===== src/rtl/pecas_pkg.sv =====
// Shared definitions for the piece-placement validator: piece type encodings,
// piece lengths, board default size and the validator FSM state encoding.
package pecas_pkg;

    // Default board side; coordinates run 1..N_LADO, 0 means "no switch selected".
    localparam int N_LADO_PADRAO = 8;

    // Longest piece in the fleet (porta-avioes).
    localparam int COMPR_MAX = 5;

    // Count register saturation value.
    localparam logic [4:0] CONTAGEM_MAX = 5'd31;

    typedef enum logic [2:0] {
        SUBMARINO    = 3'd0,
        CRUZADOR     = 3'd1,
        HIDROAVIAO   = 3'd2,
        ENCOURACADO  = 3'd3,
        PORTA_AVIOES = 3'd4
    } tipo_t;

    typedef enum logic [1:0] {
        IDLE   = 2'd0,
        CHECK  = 2'd1,
        RESULT = 2'd2,
        WRITE  = 2'd3
    } estado_t;

    // Number of cells of a piece; 0 flags an illegal type code.
    function automatic logic [2:0] comprimento(input logic [2:0] tipo);
        case (tipo)
            SUBMARINO:    return 3'd1;
            CRUZADOR:     return 3'd2;
            HIDROAVIAO:   return 3'd3;
            ENCOURACADO:  return 3'd4;
            PORTA_AVIOES: return 3'd5;
            default:      return 3'd0;
        endcase
    endfunction

    // Saturating increment for the per-player cell counters.
    function automatic logic [4:0] incr_sat(input logic [4:0] valor);
        return (valor == CONTAGEM_MAX) ? valor : valor + 5'd1;
    endfunction

endpackage


===== src/rtl/gerador_celulas.sv =====
// Combinational cell generator: for piece cell k, returns the (dx, dy) offset
// from the piece origin, the piece length and whether the type code is legal.
// Shared by the CHECK and WRITE phases of the validator.
module gerador_celulas
    import pecas_pkg::*;
(
    input  logic [2:0] tipo,
    input  logic       direcao,
    input  logic [2:0] orientacao,
    input  logic [2:0] k,
    output logic [2:0] dx,
    output logic [2:0] dy,
    output logic [2:0] len,
    output logic       tipo_valido
);

    logic [1:0] forma;

    // Hidroaviao shape select: codes above 3 fall back to shape 0.
    assign forma = (orientacao > 3'd3) ? 2'd0 : orientacao[1:0];

    // Offset lookup for cell k of the current piece.
    always_comb begin
        // NOTE: every output gets a default first so no path leaves a value
        // unassigned, which would otherwise infer a latch.
        dx          = 3'd0;
        dy          = 3'd0;
        len         = comprimento(tipo);
        tipo_valido = (len != 3'd0);

        if (tipo == HIDROAVIAO) begin
            case (forma)
                2'd0: case (k)
                    3'd1:    begin dx = 3'd1; dy = 3'd1; end
                    3'd2:    begin dx = 3'd2; dy = 3'd0; end
                    default: begin dx = 3'd0; dy = 3'd0; end
                endcase
                2'd1: case (k)
                    3'd1:    begin dx = 3'd1; dy = 3'd0; end
                    3'd2:    begin dx = 3'd2; dy = 3'd1; end
                    default: begin dx = 3'd0; dy = 3'd1; end
                endcase
                2'd2: case (k)
                    3'd1:    begin dx = 3'd1; dy = 3'd1; end
                    3'd2:    begin dx = 3'd0; dy = 3'd2; end
                    default: begin dx = 3'd0; dy = 3'd0; end
                endcase
                default: case (k)
                    3'd1:    begin dx = 3'd0; dy = 3'd1; end
                    3'd2:    begin dx = 3'd1; dy = 3'd2; end
                    default: begin dx = 3'd1; dy = 3'd0; end
                endcase
            endcase
        end else if (direcao) begin
            dy = k;
        end else begin
            dx = k;
        end
    end

endmodule


===== src/rtl/validador_pecas.sv =====
// Piece validator: holds both players' occupancy boards, checks a proposed
// piece one cell per cycle for out-of-board and overlap, and commits it when
// the placement FSM drops valida after a conflict-free check.
module validador_pecas
    import pecas_pkg::*;
#(
    parameter int N_LADO = N_LADO_PADRAO,
    parameter int N_CEL  = N_LADO * N_LADO
) (
    input  logic       clk,
    input  logic       reset,
    input  logic       valida,
    input  logic [2:0] tipo,
    input  logic [3:0] X1,
    input  logic [3:0] Y1,
    input  logic       direcao,
    input  logic [2:0] orientacao,
    input  logic       jogador,
    input  logic       limpa,
    output logic       conflito,
    output logic       ocupado,
    output logic       pronto,
    input  logic       rd_jogador,
    input  logic [3:0] rd_x,
    input  logic [3:0] rd_y,
    output logic       rd_ocupada,
    output logic [4:0] celulas_j0,
    output logic [4:0] celulas_j1
);

    localparam int         IDX_W = $clog2(N_CEL);
    localparam logic [4:0] LADO  = 5'(N_LADO);

    estado_t estado, estado_prox;

    logic             valida_q;
    logic             rise, fall;

    // Copies of the request taken on the rising edge of valida.
    logic [2:0]       tipo_q;
    logic [3:0]       x1_q, y1_q;
    logic             direcao_q;
    logic [2:0]       orientacao_q;
    logic             jogador_q;

    logic [2:0]       k;
    logic [2:0]       dx, dy, len;
    logic             tipo_valido;
    logic             ultima;

    logic [4:0]       x_cel, y_cel;
    logic [IDX_W-1:0] idx_cel;
    logic             fora_cel, ocupada_cel, conflito_cel;

    logic             rd_dentro;
    logic [IDX_W-1:0] rd_idx;

    logic [N_CEL-1:0] tab_j0, tab_j1;

    assign rise = valida & ~valida_q;
    assign fall = ~valida & valida_q;

    gerador_celulas u_gerador (
        .tipo        (tipo_q),
        .direcao     (direcao_q),
        .orientacao  (orientacao_q),
        .k           (k),
        .dx          (dx),
        .dy          (dy),
        .len         (len),
        .tipo_valido (tipo_valido)
    );

    // Absolute coordinates of cell k; five bits so 15 + 4 cannot wrap.
    assign x_cel  = {1'b0, x1_q} + {2'b00, dx};
    assign y_cel  = {1'b0, y1_q} + {2'b00, dy};
    assign ultima = (k == (len - 3'd1));

    // A zero origin is rejected outright even when the shape offset would
    // carry the first cell back onto the board.
    assign fora_cel = !tipo_valido || (x1_q == 4'd0) || (y1_q == 4'd0) ||
                      (x_cel == 5'd0) || (x_cel > LADO) ||
                      (y_cel == 5'd0) || (y_cel > LADO);

    // Linear cell index; only meaningful when the cell is on the board.
    assign idx_cel = IDX_W'((int'(y_cel) - 1) * N_LADO + (int'(x_cel) - 1));

    assign ocupada_cel  = !fora_cel && (jogador_q ? tab_j1[idx_cel] : tab_j0[idx_cel]);
    assign conflito_cel = fora_cel || ocupada_cel;

    // Read port for the game-execution stage; masked when off the board.
    assign rd_dentro  = (rd_x != 4'd0) && ({1'b0, rd_x} <= LADO) &&
                        (rd_y != 4'd0) && ({1'b0, rd_y} <= LADO);
    assign rd_idx     = IDX_W'((int'(rd_y) - 1) * N_LADO + (int'(rd_x) - 1));
    assign rd_ocupada = rd_dentro && (rd_jogador ? tab_j1[rd_idx] : tab_j0[rd_idx]);

    // FSM state register.
    always_ff @(posedge clk or negedge reset) begin
        if (!reset) begin
            estado <= IDLE;
        end else begin
            estado <= estado_prox;
        end
    end

    // Next-state logic and the state-decoded busy/ready flags.
    always_comb begin
        estado_prox = estado;
        ocupado     = 1'b0;
        pronto      = 1'b0;
        case (estado)
            IDLE: begin
                if (rise) estado_prox = CHECK;
            end
            CHECK: begin
                ocupado = 1'b1;
                if (fall) begin
                    estado_prox = IDLE;
                end else if (conflito_cel || ultima) begin
                    estado_prox = RESULT;
                end
            end
            RESULT: begin
                pronto = 1'b1;
                if (fall) estado_prox = conflito ? IDLE : WRITE;
            end
            WRITE: begin
                ocupado = 1'b1;
                if (ultima) estado_prox = IDLE;
            end
            default: estado_prox = IDLE;
        endcase
    end

    // Datapath: edge detector, request latches, cell counter, result flag,
    // boards and per-player counts.
    always_ff @(posedge clk or negedge reset) begin
        if (!reset) begin
            // NOTE: the boards are flop vectors, not RAM, and must come up
            // empty, so they are cleared by the reset like any other state.
            valida_q     <= 1'b0;
            tipo_q       <= 3'd0;
            x1_q         <= 4'd0;
            y1_q         <= 4'd0;
            direcao_q    <= 1'b0;
            orientacao_q <= 3'd0;
            jogador_q    <= 1'b0;
            k            <= 3'd0;
            conflito     <= 1'b0;
            tab_j0       <= '0;
            tab_j1       <= '0;
            celulas_j0   <= 5'd0;
            celulas_j1   <= 5'd0;
        end else begin
            // NOTE: non-blocking assignments throughout, so every branch
            // below sees the register values from before this edge.
            valida_q <= valida;
            case (estado)
                IDLE: begin
                    if (rise) begin
                        tipo_q       <= tipo;
                        x1_q         <= X1;
                        y1_q         <= Y1;
                        direcao_q    <= direcao;
                        orientacao_q <= orientacao;
                        jogador_q    <= jogador;
                        k            <= 3'd0;
                        conflito     <= 1'b1;
                    end else if (limpa) begin
                        tab_j0     <= '0;
                        tab_j1     <= '0;
                        celulas_j0 <= 5'd0;
                        celulas_j1 <= 5'd0;
                    end
                end
                CHECK: begin
                    if (fall) begin
                        conflito <= 1'b1;
                    end else if (!conflito_cel) begin
                        if (ultima) conflito <= 1'b0;
                        else        k        <= k + 3'd1;
                    end
                end
                RESULT: begin
                    if (fall && !conflito) k <= 3'd0;
                end
                WRITE: begin
                    if (jogador_q) begin
                        tab_j1[idx_cel] <= 1'b1;
                        celulas_j1      <= incr_sat(celulas_j1);
                    end else begin
                        tab_j0[idx_cel] <= 1'b1;
                        celulas_j0      <= incr_sat(celulas_j0);
                    end
                    k <= k + 3'd1;
                end
                default: ;
            endcase
        end
    end

endmodule


===== config.mk =====
export PLATFORM = sky130hd
export DESIGN_NAME = validador_pecas
export DESIGN_NICKNAME = d
export VERILOG_FILES = /design/src/rtl/pecas_pkg.sv /design/src/rtl/gerador_celulas.sv /design/src/rtl/validador_pecas.sv
export SDC_FILE = /design/constraint.sdc
export NUM_CORES = 1
export LEC_CHECK = 0
export BUFFER_PORTS_ARGS = -buffer_cell sky130_fd_sc_hd__buf_2
export CAP_MARGIN = 15
export CELL_PAD_IN_SITES_DETAIL_PLACEMENT = 1
export CELL_PAD_IN_SITES_GLOBAL_PLACEMENT = 2
export CORE_MARGIN = 1.5
export CORE_UTILIZATION = 41
export CTS_CLUSTER_DIAMETER = 100
export DETAILED_ROUTE_END_ITERATION = 7
export GPL_ROUTABILITY_DRIVEN = 0
export MAX_ROUTING_LAYER = met4
export PLACE_DENSITY = 0.8
export SLEW_MARGIN = 20
export SYNTH_ARGS = -nofsm -noshare
export SYNTH_HDL_FRONTEND = slang
export SYNTH_SLANG_ARGS = --single-unit

===== constraint.sdc =====
create_clock -name clk -period 6 [get_ports clk]
set_clock_uncertainty 0.1 [all_clocks]
set_input_delay 0.3 -clock clk [delete_from_list [all_inputs] [get_ports clk]]
set_output_delay 0.3 -clock clk [all_outputs]
set_load 0.02 [all_outputs]

# After elaboration in Yosys (flattened, before gate mapping)
# Index checks and enable logic that the tools add are counted.
# classes
bitwise	6
n_lt_le_gt_ge	8
addsub	12
eq_ne	30
n_mux	57
reduce_logical	40
# ops
operator	count
$mux 64	4
$pmux 64 s2	2
$or 64x64->64	2
$mux 5	6
$mux 3	9
$ne 2x2->1 const B	13
$bmux 1 s6	4
$pmux 5 s2	2
$reduce_and 4->1	4
$mux 1	15
$pmux 3 s5	1
$reduce_and 5->1	3
$lt 6x7->1 const B	2
$mux 2	7
$pmux 3 s2	2
$pmux 3 s4	1
$add 4x3->5	2
$add 5x1->5 const B	2
$eq 5x5->1 const B	2
$gt 5x4->1 const B	2
$logic_not 5->1	2
$eq 3x2->1 const B	3
$ne 3x3->1 const B	3
$sub 3x1->3 const B	3
other kinds (30)	57
# word_totals
elab_cells	167
input_bits	29
reg_bits	161

# Longest topological paths before layout
# Gate-level depths: netlist of run 1.
# depth
word_depth	19
depth_mapped	24
depth_no_buf	22

# Modules after synthesis
# From an unflattened synthesis of run 1, not the netlist that was laid out.
# unflattened
cells_unflattened	909
hier_area_um2	9312.7
# modules_own_cells
mod	instances	area_per_inst_um2	cells_each	seq_area_each_um2
validador_pecas	1	9107.5	880	4028.9
gerador_celulas	1	205.2	29	0.0

# Worst setup path after synthesis of run 1
# Ideal clock, no wire load.
# synth_timing
path_kind	register to register
start	reg tipo_q[0]
end	reg k[2]
path_stages_with_launch	20
required_time_ns	5.820
path_slack_ns	0.737
arrival_time_ns	5.083
setup_ns	0.080
period_less_slack_ns	5.263
cell_sequence	dfrtp_1 > clkbuf_1 > nor3b_1 > nand2_1 > o31ai_1 > ha_1 > inv_1 > fa_1 > ha_1 > ha_1 > inv_1 > ha_1 > nor2b_1 > a311oi_2 > xnor2_2 > mux4_2 > a211oi_2 > o221ai_2 > a2111o_1 > o211ai_2
# synth_between
elab_chain_len	15
word_cells_on_any_way	38
# synth_rtl
item	line_no	text
start: declaration	validador_pecas.sv:40	logic [2:0] tipo_q;
start signal: assignment	validador_pecas.sv:161	tipo_q <= tipo;
parallel branches: the longest is 14 deep, another holds $sub 5x1->6	-	
$reduce_and 5->1 (no line) (*)	-	
end signal: assignment	validador_pecas.sv:181	else k <= k + 3'd1;
end signal: assignment	validador_pecas.sv:195	k <= k + 3'd1;
end: declaration	validador_pecas.sv:46	logic [2:0] k;
# Every way passes the cells marked *. The select of a mux whose other input is x is not followed.
# A chain may end at the register's enable or synchronous reset.

# Worst setup path after layout of run 1
# layout_timing
start	reg k[1]
end	reg k[2]
# layout_between
elab_chain_len	15
word_cells_on_any_way	41
# layout_rtl
item
parallel branches: the longest is 15 deep, another holds $sub 5x1->6
# Parallel ways; which one is timed is not known. The select of a mux whose other input is x is not followed.

==> results.py, run 1 <==
metrics = {
    "synthesis": {
        "synth-adder-area-share_pct": 4.05,
        "synth_xor_area_share_pct": 3.02,
        "synth_area_leaders": "dfrtp_1 (44%), mux4_2 (15%), a21oi_1 (7.9%), nor2_1 (6.8%), ha_1 (3.4%)",
        "synth_top_family_by_area": "multiplexers",
        "syn_nets": 943,
        "syn_area_per_cell_um2": 10.4,
        "synth-edff-count": 0,
        "yosys_warnings": 0,
        "synth-simple-area-share_pct": 12.3,
        "syn_inst": 886,
        "synth_top_area_cell": "dfrtp_1",
        "ys_seq_area_share_pct": 43.8,
        "syn-cell-area_um2": 9210,
        "netlist.area_leader.share_pct": 43.8,
        "yosysUniqueCellTypes": 51,
        "async_flop_share_pct": 100,
        "synth_mux_area_share_pct": 20.4,
        "ys_seq_elements": 161,
        "synth_flop_cell": "dfrtp_1",
        "synth_compound_area_share_pct": 13.0,
    },
    "setup_path": {
        "crit_buf_inv": 3,
        "path_depth": 21,
        "crit_family": "adder cells",
        "worstPathArrival_ns": 5.92,
        "cp-end-kind": "register",
        "ff2ff_path_depth": 21,
        "path_class": "register to register",
        "crit_required_ns": 6.26,
        "crit_fanout": 18,
        "crit_start": "k[1]",
        "cpPeakStageDelay_ns": 0.59,
        "path_cells": "inv_1, ha_1, nor2b_1, xor2_1, nand2_1, o31ai_1, ha_1, inv_1, fa_1, ha_1, ha_1, inv_1, ha_1, nor2b_1, a311oi_2, xnor2_4, mux4_2, a211oi_2, o221ai_2, a2111o_1, o211ai_2",
        "worstSetupStartpointType": "register",
        "cp_slowest_cell": "mux4_2",
        "cpMostUsedCell": "ha_1",
        "rr_startpoint": "k[1]",
    },
    "timing": {
        "rsz0062_at_grt": "false",
        "worst_pin_slew_ns": 1.09,
        "finalCritPeriodShare_pct": 94.4,
        "max_slew_margin_pct": 27.3,
        "finalHoldViolCount": 0,
        "max_freq_mhz": 176,
        "slew_viol_final": 0,
        "holdWs_ns": 0.0106,
        "min_period_ns": 5.67,
        "finalSetupViolCount": 0,
        "fin_tns_setup_ns": 0,
    },
    "layout": {
        "area_growth_pct": 13.9,
        "final_net_count": 983,
        "drive_above_1_share_pct": 20.9,
        "stdcell_count": 1219,
        "diodes": 0,
        "final_util_pct": 47.8,
    },
    "floorplanning": {
        "die_area_um2": 23400,
        "die_w_um": 153,
        "initial_utilization_pct": 41.9,
        "core_area_um2": 22000,
        "pin_count": 43,
        "rows": 54,
        "die_h_um": 153,
    },
    "route": {
        "vias": 7345,
        "ant_nets": 0,
        "wl_per_cell_um": 22.8,
        "dr.first_iter.drc_count": 557,
        "routed_wl_mm": 27.8,
        "via_per_inst": 6.03,
        "drc": 1,
        "drtPass1Iterations": 8,
    },
    "min_path": {
        "hp-start": "jogador",
        "hold_path_class": "primary input to register",
        "hold_path_depth": 3,
    },
    "clocking": {
        "cts_inserted_buffers": 17,
        "cts.sinks": 161,
        "ctsRootBufferMaster": "clkbuf_16",
        "worst_skew_pair.late_latency_ns": 0.43,
        "htreeDepth": 4,
        "clk_pin_slew_ns": 0.06,
        "clock_path_buffers": 2,
        "cts_tree": "done",
        "postCtsSetupRepairBufs": 0,
    },
    "placed_design": {
        "placedCellCount": 1172,
        "portBuffers": 42,
        "dp_hpwl_mm": 19.1,
    },
    "global_route": {
        "grt_max_degree": 115,
        "grt_pass1_vias": 7900,
        "track_usage_pct": 25.7,
        "gr-total-overflow": 0,
        "grt_pass1_wl_mm": 44.8,
        "antenna_found_initial": 0,
    },
    "status": {
        "status": "finished, violations left",
        "violations": "design-rule violations",
    },
    "job": {
        "drv_cap": 0,
    },
}
==> cell usage in the layout (no fill, tap or decap), drive strengths merged, types with 4 or more instances in the layout <==
cell type | synthesis | routed
nor2 | 168 | 168
dfrtp | 161 | 161
a21oi | 145 | 145
buf | 12 | 65
mux4 | 62 | 62
nand2 | 36 | 36
inv | 25 | 26
ha | 25 | 25
mux2i | 23 | 23
mux2 | 22 | 22
o21ai | 20 | 20
clkbuf | 48 | 20
xor2 | 16 | 16
dlygate4sd3 | 0 | 15
nor3 | 15 | 15
xnor2 | 14 | 14
nor2b | 11 | 11
and3 | 9 | 9
clkinv | 0 | 9
nand3 | 8 | 8
a22oi | 8 | 8
nand2b | 6 | 6
o22ai | 6 | 6
nor3b | 4 | 4
a21o | 4 | 4
a221oi | 4 | 4
a211oi | 4 | 4
==> synth_stat cells, drive strengths merged (14+ instances only) <==
library cell and instances:
ha 25, mux4 62, xnor2 14, xor2 16, a21oi 145, nor3 15, o21ai 20, nor2 168
mux2 22, mux2i 23, nand2 36, clkbuf 48, dfrtp 161, inv 25
==> registers in the layout, summed over array words and instances (netlist names) <==
signal / count
celulas_j0: 5
celulas_j1: 5
conflito: 1
direcao_q: 1
estado: 2
jogador_q: 1
k: 3
orientacao_q: 3
tab_j0: 64
tab_j1: 64
tipo_q: 3
valida_q: 1
x1_q: 4
y1_q: 4
==> cell families (layout without fill, tap and decap cells) <==
logic type / count (synthesis) / in the layout
AOI/OAI and AO/OA: 210 / 210
and+or+nand+nor: 265 / 265
buffers and inverters: 85 / 138
muxes: 107 / 107
xor gates and xnor gates: 30 / 30
DFF: 161 / 161
adders and majority gates: 28 / 28
==> final timing paths <==
kind                                 endpoint  slack (ns)
worst max-delay path                     k[2]        0.33
worst min-delay path                jogador_q        0.01
worst max register to register           k[2]        0.33
worst min register to register     tab_j0[12]        0.42
max in group asynchronous          tab_j1[52]        4.13
min in group asynchronous       celulas_j1[1]        0.46
==> what timing repair did <==
item | CTS | global route
setup endpoints to repair | 0 | 6
endpoints found under the hold margin | 48 | 0
resized for setup | 0 | 1
hold buffers | 15 | 0
==> routing by layer <==
layer  share of wire (%)  track usage, %
met1                  45            34.0
met2                  48            40.4
met3                 4.6            3.88
met4                 2.4            9.10
met5                   0               -
==> area by class of cell <==
cell class                 count  area [um^2]
fill                        2394        11500
inverter                      25         93.8
sequential                   161         4030
tap                          280          350
timing repair buffer          81          549
clock inverter                13          136
multi-input combinational    640         4890
clock buffer                  19          443
==> through the flow <==
step	area, um^2	setup WS [ns]
floorplan	9210	0.737
global placement	9740	0.393
detailed placement	9740	0.208
CTS	10500	0.166
global route	10500	0.0143
finish	10500	0.333
==> worst reg2reg max path, cell delays in order (launching register included) <==
cell and delay [ns]:
dfrtp_1 0.43, inv_1 0.12, ha_1 0.15, nor2b_1 0.23, xor2_1 0.18, nand2_1 0.07
o31ai_1 0.07, ha_1 0.21, inv_1 0.06, fa_1 0.45, ha_1 0.29, ha_1 0.29
inv_1 0.04, ha_1 0.35, nor2b_1 0.17, a311oi_2 0.43, xnor2_4 0.33, mux4_2 0.59
a211oi_2 0.27, o221ai_2 0.22, a2111o_1 0.48, o211ai_2 0.07
Power of run 1 is left out: the tool's default activity adds up to more than one toggle a clock period on the data nets, which glitch-free logic cannot reach.
==> run 2, diff against run 1 <==
--- a/config.mk
+++ b/config.mk
@@ -10,12 +10,13 @@
 export CELL_PAD_IN_SITES_DETAIL_PLACEMENT = 1
 export CELL_PAD_IN_SITES_GLOBAL_PLACEMENT = 2
 export CORE_MARGIN = 1.5
-export CORE_UTILIZATION = 41
+export CORE_UTILIZATION = 42
+export CTS_BUF_LIST = sky130_fd_sc_hd__clkbuf_8
 export CTS_CLUSTER_DIAMETER = 100
 export DETAILED_ROUTE_END_ITERATION = 7
 export GPL_ROUTABILITY_DRIVEN = 0
 export MAX_ROUTING_LAYER = met4
-export PLACE_DENSITY = 0.8
+export PLACE_DENSITY = 0.82
 export SLEW_MARGIN = 20
 export SYNTH_ARGS = -nofsm -noshare
 export SYNTH_HDL_FRONTEND = slang
==> results.py, run 2 (synthesis gave the netlist of run 1 again) <==
metrics = {
    "status": {
        "status": "finished clean",
    },
    "setup_path": {
        "crit_family": "adder cells",
        "crit_fanout": 12,
        "worstSetupStartpointType": "register",
        "cp_slowest_cell": "mux4_2",
        "path_class": "register to register",
        "ff2ff_path_depth": 21,
        "crit_required_ns": 6.31,
        "worstPathArrival_ns": 5.86,
        "path_depth": 21,
        "ff2ff_setup_slack_ns": 0.45,
        "cp-end-kind": "register",
        "crit_buf_inv": 3,
        "cpPeakStageDelay_ns": 0.59,
        "path_cells": "inv_1, ha_1, nor2b_1, xor2_1, nand2_1, o31ai_1, ha_1, inv_1, fa_1, ha_1, ha_1, inv_1, ha_1, nor2b_1, a311oi_2, xnor2_4, mux4_2, a211oi_2, o221ai_2, a2111o_1, o211ai_2",
        "cpMostUsedCell": "ha_1",
    },
    "timing": {
        "min_period_ns": 5.55,
        "slew_viol_final": 0,
        "holdWs_ns": 0.399,
        "worst_pin_slew_ns": 1.08,
        "finalSetupViolCount": 0,
        "finalCritPeriodShare_pct": 92.5,
        "fin_tns_setup_ns": 0,
        "max_slew_margin_pct": 27.4,
        "max_freq_mhz": 180,
        "finalHoldViolCount": 0,
        "rsz0062_at_grt": "false",
    },
    "layout": {
        "postLayoutCellArea_um2": 10400,
        "top_regs": "tab_j0 (64), tab_j1 (64)",
        "stdcell_count": 1223,
        "mostFrequentLayoutCell": "nor2_1",
        "final_net_count": 991,
        "final_cell_mix": "nor2_1 (167), dfrtp_1 (161), a21oi_1 (145)",
        "area_growth_pct": 13.2,
        "drive_above_1_share_pct": 21.4,
    },
    "global_route": {
        "grt_pass1_vias": 7834,
        "track_usage_pct": 26.9,
        "grt_pass1_wl_mm": 44.4,
        "grt_max_degree": 120,
        "antenna_found_initial": 1,
        "gr-total-overflow": 0,
    },
    "floorplanning": {
        "die_h_um": 151,
        "die_area_um2": 22800,
        "core_area_um2": 21300,
        "pin_count": 43,
        "initial_utilization_pct": 43.3,
        "rows": 53,
        "die_w_um": 151,
    },
    "placed_design": {
        "dp_hpwl_mm": 18.7,
        "placedCellCount": 1164,
        "portBuffers": 42,
        "dpl_cell_area_um2": 9730,
    },
    "clocking": {
        "clock_path_buffers": 2,
        "cts_inserted_buffers": 17,
        "htreeDepth": 4,
        "cts.sinks": 161,
        "worst_skew_pair.late_latency_ns": 0.48,
        "clk_pin_slew_ns": 0.09,
        "cts_tree": "done",
        "ctsRootBufferMaster": "clkbuf_8",
    },
    "route": {
        "dr.first_iter.drc_count": 481,
        "wl_per_cell_um": 22.9,
        "via_per_inst": 6.05,
        "vias": 7399,
        "ant_nets": 0,
        "routed_wl_mm": 28.0,
        "drtPass1Iterations": 4,
        "drc": 0,
    },
    "job": {
        "drv_cap": 0,
    },
    "min_path": {
        "hold_path_class": "primary input to register",
        "hold_path_depth": 2,
    },
}
run 2: per-stage QoR:
stage	utilization, %	setup slack, ns
CTS	48.6	0.0688
global route	49.0	0.0468
finish	49.0	0.448
detailed placement	45.7	0.106
global placement	45.7	0.388
floorplan	-	0.737
run 2: layer usage:
metal / up-vias / track usage [%] / wire length, um
li1: 3274 / - / -
met4: 0 / 7.91 / 586
met1: 3872 / 34.2 / 12100
met5: - / - / 0
met2: 211 / 43.0 / 13600
met3: 42 / 6.30 / 1630
run 2: repair_timing:
| item | CTS | global route |
|---|---|---|
| hold endpoints to repair | 135 | 0 |
| resized for setup | 0 | 1 |
| endpoints found under the setup margin | 0 | 6 |
| setup buffers | 0 | 8 |
| hold buffers | 18 | 0 |
run 2: area by class of cell:
type	instances	area (um^2)
well taps	275	344
clock buffers	20	275
diodes	1	2.50
repair buffers	89	617
multi-input cells	640	4910
fillers	2333	10900
clock inverters	12	155
flip-flops and latches	161	4030
inverters	25	93.8
run 2: worst paths after layout:
kind / startpoint / to
setup reg to reg: k[1] / k[2]
max in group asynchronous: reset / tab_j1[17]
hold reg to reg: tab_j0[46] / tab_j0[46]
setup / recovery: k[1] / k[2]
min in group asynchronous: reset / celulas_j1[4]
hold / removal: valida / valida_q
Power of run 2 is left out for the same reason.
==> run 3, diff against run 2 <==
--- a/config.mk
+++ b/config.mk
@@ -9,14 +9,13 @@
 export CAP_MARGIN = 15
 export CELL_PAD_IN_SITES_DETAIL_PLACEMENT = 1
 export CELL_PAD_IN_SITES_GLOBAL_PLACEMENT = 2
-export CORE_MARGIN = 1.5
-export CORE_UTILIZATION = 42
+export CORE_UTILIZATION = 46
 export CTS_BUF_LIST = sky130_fd_sc_hd__clkbuf_8
 export CTS_CLUSTER_DIAMETER = 100
 export DETAILED_ROUTE_END_ITERATION = 7
 export GPL_ROUTABILITY_DRIVEN = 0
 export MAX_ROUTING_LAYER = met4
-export PLACE_DENSITY = 0.82
+export PLACE_DENSITY = 0.88
 export SLEW_MARGIN = 20
 export SYNTH_ARGS = -nofsm -noshare
 export SYNTH_HDL_FRONTEND = slang
==> constraint.sdc (replaced) <==
create_clock -name clk -period 6.8 [get_ports clk]
set_clock_uncertainty 0.1 [all_clocks]
set_input_delay 0.34 -clock clk [delete_from_list [all_inputs] [get_ports clk]]
set_output_delay 0.34 -clock clk [all_outputs]
set_load 0.02 [all_outputs]
==> results.py, run 3 (synthesis gave the netlist of run 1 again) <==
metrics = {
    "status": {
        "status": "finished clean",
    },
    "clocking": {
        "worst_skew_pair.late_latency_ns": 0.48,
        "hold_buffers": 13,
        "cts_inserted_buffers": 17,
        "clock_path_buffers": 2,
        "clk_pin_slew_ns": 0.10,
        "cts.sinks": 161,
        "postCtsSetupRepairBufs": 0,
        "htreeDepth": 4,
        "ctsRootBufferMaster": "clkbuf_8",
        "cts_tree": "done",
        "post_cts_resized": 0,
    },
    "setup_path": {
        "worstPathArrival_ns": 6.18,
        "path_class": "register to register",
        "crit_fanout": 18,
        "cp-end-kind": "register",
        "path_cells": "inv_1, ha_1, nor2b_1, xor2_1, nand2_1, o31ai_1, ha_1, inv_1, fa_1, ha_1, ha_1, inv_1, ha_1, nor2b_1, a311oi_2, xnor2_2, mux4_2, a211oi_2, o221ai_2, a2111o_1, o211ai_2",
        "crit_required_ns": 7.11,
        "ff2ff_setup_slack_ns": 0.93,
        "cpMostUsedCell": "ha_1",
        "cp_slowest_cell": "xnor2_2",
        "worstSetupStartpointType": "register",
        "cpPeakStageDelay_ns": 0.82,
    },
    "timing": {
        "max_slew_margin_pct": 25.4,
        "rsz0062_at_grt": "false",
        "min_period_ns": 5.87,
        "worst_pin_slew_ns": 1.11,
        "max_freq_mhz": 170,
        "layout_setup_ws_ns": 0.933,
        "holdWs_ns": 0.0125,
        "fin_tns_setup_ns": 0,
        "finalHoldViolCount": 0,
        "finalCritPeriodShare_pct": 86.3,
        "finalSetupViolCount": 0,
        "slew_viol_final": 0,
    },
    "layout": {
        "final_cell_mix": "nor2_1 (167), dfrtp_1 (161), a21oi_1 (145)",
        "diodes": 0,
        "mostFrequentLayoutCell": "nor2_1",
        "drive_above_1_share_pct": 20.5,
        "area_growth_pct": 11.2,
        "top_regs": "tab_j0 (64), tab_j1 (64)",
        "final_net_count": 979,
    },
    "placed_design": {
        "dp_hpwl_mm": 18.9,
        "place_worst_setup_slack_ns": 0.976,
        "portBuffers": 42,
    },
    "global_route": {
        "track_usage_pct": 30.2,
        "grt_pass1_vias": 8040,
        "antenna_found_initial": 0,
        "grt_max_degree": 92,
        "grt_pass1_wl_mm": 45.1,
        "gr-total-overflow": 0,
    },
    "min_path": {
        "hold_path_class": "primary input to register",
    },
    "floorplanning": {
        "die_area_um2": 20600,
        "initial_utilization_pct": 47.2,
        "pin_count": 43,
        "die_h_um": 143,
        "die_w_um": 143,
        "core_area_um2": 19500,
        "rows": 51,
    },
    "job": {
        "drv_cap": 0,
    },
    "route": {
        "wl_per_cell_um": 23.3,
        "drc": 0,
        "via_per_inst": 6.19,
        "dr.first_iter.drc_count": 550,
        "ant_nets": 0,
        "vias": 7433,
        "routed_wl_mm": 27.9,
        "drtPass1Iterations": 5,
    },
}
==> run 3: worst paths after layout <==
path / start / to / depth (start not counted)
min in group asynchronous: reset / estado[1] / 2
hold reg to reg: tab_j0[40] / tab_j0[40] / 2
hold / removal: Y1[2] / y1_q[2] / 2
setup reg to reg: k[1] / k[2] / 21
max in group asynchronous: reset / tab_j0[49] / 3
setup / recovery: k[1] / k[2] / 21
==> run 3: stage by stage <==
step | utilization (%) | instance area [um^2] | cells
2_1_floorplan | - | 9210 | 886
3_3_place_gp | 49.7 | 9710 | 1153
3_5_place_dp | 49.7 | 9710 | 1153
4_1_cts | 52.3 | 10200 | 1198
5_1_grt | 52.5 | 10200 | 1200
6_report | 52.5 | 10200 | 1200
==> run 3: critical path, delay by kind of cell, from the launching register on <==
kind / cells / cell delay (ns)
adder cells (fa/ha/maj): 6 / 1.74
AO/OA/AOI/OAI: 6 / 1.16
AND/OR/NAND/NOR: 3 / 0.50
XOR/XNOR: 2 / 0.99
flip-flops: 1 / 0.45
multiplexers: 1 / 0.63
buffers and inverters: 3 / 0.24
==> run 3: final cells by class <==
class | count | area [um^2]
fill | 2175 | 9280
multi-input combinational | 640 | 4890
sequential | 161 | 4030
timing repair buffer | 77 | 529
tap | 265 | 332
clock buffer | 20 | 275
clock inverter | 12 | 96.3
inverter | 25 | 93.8
==> run 3: layer usage <==
| metal | GRT usage, % | wire (um) | up-vias |
|---|---|---|---|
| met1 | 37.6 | 11500 | 3854 |
| met2 | 48.0 | 13700 | 263 |
| met3 | 6.86 | 1940 | 65 |
| met4 | 11.8 | 853 | 0 |
| met5 | - | 0 | - |
| li1 | - | - | 3251 |
Power of run 3 is left out for the same reason.
